===== src/rtl/hit_histogram.sv =====
// Per-channel hit counter with a run FSM: counts hits until a threshold or a
// time window ends, dumps every channel into a FIFO, and serves it over a read bus.
module hit_histogram #(
  parameter logic [7:0]  MYAD   = 8'hC4,
  parameter int          NCH    = 32,
  parameter int          CW     = 16,
  parameter logic [15:0] MAXCNT = 16'hFFFF,
  parameter int          WINDOW = 1000,
  parameter int          FDEPTH = 64
) (
  input  logic           clk,
  input  logic           rst,
  input  logic           start,
  input  logic           abort,
  input  logic           mode,
  input  logic [NCH-1:0] hit,
  input  logic [7:0]     Address,
  input  logic           Read,
  output logic [31:0]    DataOut,
  output logic           ack,
  output logic           busy,
  output logic           done
);

  localparam int             AW     = $clog2(FDEPTH);
  localparam int             CHW    = (NCH > 1) ? $clog2(NCH) : 1;
  localparam logic [CW-1:0]  CMAX   = '1;
  localparam logic [CW-1:0]  STOPV  = CW'(MAXCNT);
  localparam logic [23:0]    WIN    = 24'(WINDOW);
  localparam logic [CHW-1:0] LASTCH = CHW'(NCH - 1);
  localparam logic [AW:0]    FULLV  = (AW + 1)'(FDEPTH);

  typedef enum logic [1:0] {IDLE, COUNT, DUMP, DRAIN} state_t;

  state_t          state_reg;
  logic            mode_reg;
  logic [23:0]     timer_reg;
  logic [CHW-1:0]  ch_reg;
  logic [AW:0]     wr_ptr_reg;
  logic [AW:0]     rd_ptr_reg;
  logic            req_d_reg;
  logic            ack_reg;
  logic            done_reg;
  logic [31:0]     word_reg;
  logic [22:0]     mem [FDEPTH];

  logic [CW-1:0]   cnt_val  [NCH];
  logic [CW-1:0]   cnt_next [NCH];
  logic [NCH-1:0]  at_stop;

  logic            req, pop_edge, pop, wr_en, empty, full, stop, cnt_clr, cnt_inc;
  logic [AW:0]     occ;
  logic [8:0]      occ9;
  logic [7:0]      occ_sat;
  logic [23:0]     timer_next;
  logic [22:0]     wr_data;

  assign req        = (Address == MYAD) && Read;
  assign pop_edge   = req && !req_d_reg;
  assign occ        = wr_ptr_reg - rd_ptr_reg;
  assign occ9       = 9'(occ);
  assign occ_sat    = occ9[8] ? 8'hFF : occ9[7:0];
  assign empty      = (occ == '0);
  assign full       = (occ == FULLV);
  assign pop        = pop_edge && !empty && !abort;
  // A pop in the same cycle frees the slot, so a full FIFO still takes the write.
  assign wr_en      = !abort && (state_reg == DUMP) && (!full || pop);
  assign wr_data    = {7'(ch_reg), 16'(cnt_val[ch_reg])};
  assign timer_next = timer_reg + 24'd1;
  assign stop       = mode_reg ? (timer_next == WIN) : (|at_stop);
  assign cnt_clr    = abort || ((state_reg == IDLE) && start) || ((state_reg == DRAIN) && empty);
  assign cnt_inc    = (state_reg == COUNT);

  generate
    for (genvar gi = 0; gi < NCH; gi++) begin : g_ch
      logic [CW-1:0] cnt_reg;
      assign cnt_val[gi]  = cnt_reg;
      assign cnt_next[gi] = (hit[gi] && (cnt_reg != CMAX)) ? cnt_reg + 1'b1 : cnt_reg;
      assign at_stop[gi]  = (cnt_next[gi] >= STOPV);
      always_ff @(posedge clk or negedge rst) begin
        if (!rst)         cnt_reg <= '0;
        else if (cnt_clr) cnt_reg <= '0;
        else if (cnt_inc) cnt_reg <= cnt_next[gi];
      end
    end
  endgenerate

  always_ff @(posedge clk) begin
    if (wr_en) mem[wr_ptr_reg[AW-1:0]] <= wr_data;
  end

  always_ff @(posedge clk or negedge rst) begin
    if (!rst) begin
      state_reg  <= IDLE;
      mode_reg   <= 1'b0;
      timer_reg  <= '0;
      ch_reg     <= '0;
      wr_ptr_reg <= '0;
      rd_ptr_reg <= '0;
      req_d_reg  <= 1'b0;
      ack_reg    <= 1'b0;
      done_reg   <= 1'b0;
      word_reg   <= '0;
    end else if (abort) begin
      state_reg  <= IDLE;
      timer_reg  <= '0;
      ch_reg     <= '0;
      wr_ptr_reg <= '0;
      rd_ptr_reg <= '0;
      req_d_reg  <= req;
      ack_reg    <= 1'b0;
      done_reg   <= 1'b0;
      word_reg   <= '0;
    end else begin
      req_d_reg <= req;
      ack_reg   <= pop_edge;
      done_reg  <= 1'b0;
      if (pop_edge) word_reg <= empty ? 32'd0 : {1'b1, occ_sat, mem[rd_ptr_reg[AW-1:0]]};
      if (pop)      rd_ptr_reg <= rd_ptr_reg + 1'b1;
      if (wr_en)    wr_ptr_reg <= wr_ptr_reg + 1'b1;
      case (state_reg)
        IDLE: if (start) begin
          state_reg <= COUNT;
          mode_reg  <= mode;
          timer_reg <= '0;
        end
        COUNT: begin
          timer_reg <= timer_next;
          ch_reg    <= '0;
          if (stop) state_reg <= DUMP;
        end
        DUMP: if (wr_en) begin
          if (ch_reg == LASTCH) state_reg <= DRAIN;
          else                  ch_reg    <= ch_reg + 1'b1;
        end
        DRAIN: if (empty) begin
          state_reg <= IDLE;
          done_reg  <= 1'b1;
          timer_reg <= '0;
          ch_reg    <= '0;
        end
        default: state_reg <= IDLE;
      endcase
    end
  end

  assign DataOut = req ? word_reg : 32'd0;
  assign ack     = ack_reg;
  assign busy    = (state_reg != IDLE);
  assign done    = done_reg;

endmodule


===== config.mk =====
export PLATFORM = sky130hd
export DESIGN_NAME = hit_histogram
export DESIGN_NICKNAME = d
export VERILOG_FILES = /design/src/rtl/hit_histogram.sv
export SDC_FILE = /design/constraint.sdc
export NUM_CORES = 2
export LEC_CHECK = 0
export BUFFER_PORTS_ARGS = -buffer_cell sky130_fd_sc_hd__buf_2
export CORE_MARGIN = 5
export CORE_UTILIZATION = 65
export CTS_CLUSTER_SIZE = 24
export DETAILED_ROUTE_END_ITERATION = 12
export HOLD_SLACK_MARGIN = 0.05
export MAX_ROUTING_LAYER = met4
export PLACE_DENSITY_LB_ADDON = 0.12
export SLEW_MARGIN = 30
export SYNTH_ARGS = -nofsm -noshare
export SYNTH_HDL_FRONTEND = slang
export SYNTH_SLANG_ARGS = --single-unit

===== constraint.sdc =====
create_clock -name clk -period 13.88 [get_ports clk]
set_input_delay 4.164 -clock clk [delete_from_list [all_inputs] [get_ports clk]]
set_output_delay 4.164 -clock clk [all_outputs]
set_load 0.05 [all_outputs]

==> impl_metrics.csv <==
group,metric,value,unit
floorplanning,die_w,384.7,um
worst_setup_path,r2r_end,"mem[54][8]$_DFFE_PP_",
worst_setup_path,critPathMaxFanout,32,
worst_setup_path,crit_path_start_kind,"input pin",
worst_setup_path,reg2reg_slack,8.52,ns
logic_synthesis,synth_top_area_share,44.22,%
sta,max_freq,100.2,MHz
clocking,htreeDepth,4,
worst_setup_path,crit_type,"input pin to primary output",
route,wirelength,237.2,mm
clocking,cts_resized,0,
floorplanning,fp.dieH,384.7,um
clocking,cts_hold_buf,0,
logic_synthesis,synth.cell_area,91260,um2
final_layout,utilization,71.85,%
place,dpl.cell_count,8117,
route,dr_total_vias,57600,
logic_synthesis,yosysMostFrequentCell,"edfxtp_1",
sta,finalSetupViolCount,0,
clocking,clkTransAtPathRegs,0.05,ns
logic_synthesis,ys_seq_area_share,60.40,%
route,drc,0,
worst_setup_path,arrival,5.81,ns
logic_synthesis,netlist_instances,6483,
global_routing,grt_pass1_wl,359.2,mm
final_layout,syn_to_final_growth,9.853,%
logic_synthesis,synthArstFlopShare,30.51,%
logic_synthesis,synth_flop_cell,"edfxtp_1",
place,portBuffers,77,
power_and_ir_drop,p_total,0.01240,W
sta,final.min_clock_period,9.977,ns
hold_path,hold_end,"timer_reg[8]$_DFFE_PN0P_",
global_routing,grt_antenna_before_repair,12,
route,first_pass_iters,8,
power_and_ir_drop,p_leak,34.74,nW
worst_setup_path,ff2ff_path_depth,11,
logic_synthesis,netlist_top_cells_area,"edfxtp_1 (44%), dfrtp_1 (16%), mux4_2 (15%)",
power_and_ir_drop,p_per_area,123.7,nW/um2
sta,setup_tns,0,ns
worst_setup_path,worstPathRequired,9.72,ns
hold_path,hold_start,"timer_reg[8]$_DFFE_PN0P_",
sta,max_slew.worst_pin.slew,1.046,ns
hold_path,holdPathStages,1,
final_layout,fillers,8921,
sta,drv_slew,0,
final_layout,nets,6536,
sta,finalHoldViolCount,0,
job,cap_viol_max_count,0,
sta,rsz0062_at_grt,"false",
global_routing,first_global_vias,55310,
route,drt-initial-drc-count,7132,
logic_synthesis,syn_area_per_cell,14.08,um2
final_layout,drive_above_1_share,18.65,%
global_routing,grt_max_degree,172,
clocking,clk_latency,0.85,ns
floorplanning,floorplan.rows,137,
final_layout,largest_reg_flops,1344,
clocking,cts_max_path_buffers,3,
logic_synthesis,synth-edff-count,1344,
sta,slew_headroom,30.26,%
clocking,cts-root-buf,"clkbuf_16",
logic_synthesis,synth_top_area_cell,"edfxtp_1",
floorplanning,placeableCoreArea,139500,um2
floorplanning,pin_count,81,
final_layout,instances_no_fill,8486,
clocking,cts_tree,"yes",
route,routedWlPerCell,27.96,um
logic_synthesis,yosys_warnings,0,
route,drtAntennaViolNets,0,
global_routing,grt_overflow,0,
global_routing,grtUsageTotal,33.43,%
sta,fin_skew,0.05994,ns
floorplanning,start_util,65.40,%
place,gp_congestion,0.9766,
floorplanning,design.die.area,148000,um2
clocking,cts_buffers,194,
logic_synthesis,ys_ff_latch,1934,
logic_synthesis,synth.top_cells.by_count,"edfxtp_1 (1344), nor2_1 (801), mux4_2 (600)",
hold_path,hold_class,"flip-flop to flip-flop",
logic_synthesis,netlist-cell-type-count,96,
clocking,postCtsSetupRepairBufs,0,
worst_setup_path,reg2reg_from,"rd_ptr_reg[2]$_DFFE_PN0P_",
place,dp_hpwl,149.2,mm
route,avgViaCountPerCell,6.787,
outcome,status,"finished, final reports clean",
power_and_ir_drop,max-vdd-ir-drop,0.0001832,V
sta,worst_hold_slack,0.4731,ns
worst_setup_path,end_kind,"primary output",
sta,finalCritPeriodShare,71.88,%
clocking,clock_sinks,1934,
## per-layer routing
layer  up-vias  GRT usage, %  routed length (um)
li1      24850             -                   -
met1     29320         46.24               92090
met2      2919         51.25              113700
met3       517         5.993               21100
met4         0         11.88               10350
met5         -             -                   0
## power breakdown
group / switching [W] / leakage [nW] / total (W) / internal, W
Clock: 0.00230 / 3.16 / 0.00535 / 0.00305
Sequential: 0.0000721 / 21.6 / 0.00625 / 0.00618
Combinational: 0.000590 / 9.94 / 0.000798 / 0.000208
Total: 0.00296 / 34.7 / 0.0124 / 0.00943
## cell type report
| cell class | instances | area, um2 | share of cell area (%) |
|---|---|---|---|
| antenna | 9 | 22.52 | 0.02246 |
| clock buffer | 237 | 5189 | 5.176 |
| clock inverter | 118 | 1321 | 1.318 |
| inverter | 82 | 315.3 | 0.3145 |
| multi-input combinational | 4057 | 34620 | 34.53 |
| sequential | 1934 | 55150 | 55.01 |
| tap | 1876 | 2347 | 2.341 |
| timing repair buffer | 173 | 1289 | 1.286 |
## worst max-delay path by stage
stage | startpoint | end | slack, ns
finish | Address[5] | DataOut[10] | 3.90
global route | Address[4] | DataOut[29] | 3.84
CTS | Address[4] | DataOut[29] | 3.89
detailed placement | Address[4] | DataOut[29] | 4.01
global placement | Address[4] | DataOut[29] | 4.06
floorplan | Address[5] | DataOut[19] | 4.12
## worst max-delay path, cell delays in order
cell and delay, ns:
buf_2 0.10, nor4bb_1 0.29, nand3_1 0.13, nor4_2 0.20, buf_4 0.43, and2_1 0.21
buf_2 0.27
## logic make-up after synthesis
family	after synthesis	share of synthesized area (%)
other	1	0.004109
muxes	688	15.83
xor gates and xnor gates	474	4.549
buffers and inverters	494	2.092
and+or+nand+nor	2325	12.61
DFF	1934	60.40
adders and majority gates	48	0.6663
AOI/OAI and AO/OA	519	3.850
## through the flow
stage / setup slack [ns] / area, um2
after floorplan: 4.125 / 91270
after global placement: 4.063 / 93370
after detailed placement: 4.006 / 93570
after CTS: 3.890 / 100100
after global routing: 3.843 / 100200
final: 3.903 / 100300
## cell usage in the layout, fill, tap and decap left out, types with 66 or more instances in the layout
| master | synthesis | final |
|---|---|---|
| a21oi_1 | 108 | 108 |
| and2_1 | 68 | 68 |
| and3_1 | 96 | 96 |
| and4_1 | 66 | 66 |
| buf_2 | 21 | 76 |
| buf_4 | 7 | 79 |
| clkbuf_16 | 0 | 196 |
| dfrtp_1 | 590 | 582 |
| edfxtp_1 | 1344 | 1344 |
| inv_1 | 80 | 78 |
| mux4_2 | 600 | 600 |
| nand2_1 | 373 | 373 |
| nand3_1 | 276 | 274 |
| nand4_1 | 243 | 243 |
| nor2_1 | 801 | 737 |
| nor3_1 | 134 | 134 |
| o21ai_0 | 119 | 119 |
| xnor2_1 | 187 | 187 |
| xor2_1 | 287 | 287 |
Power figures use the tool's default switching activity.
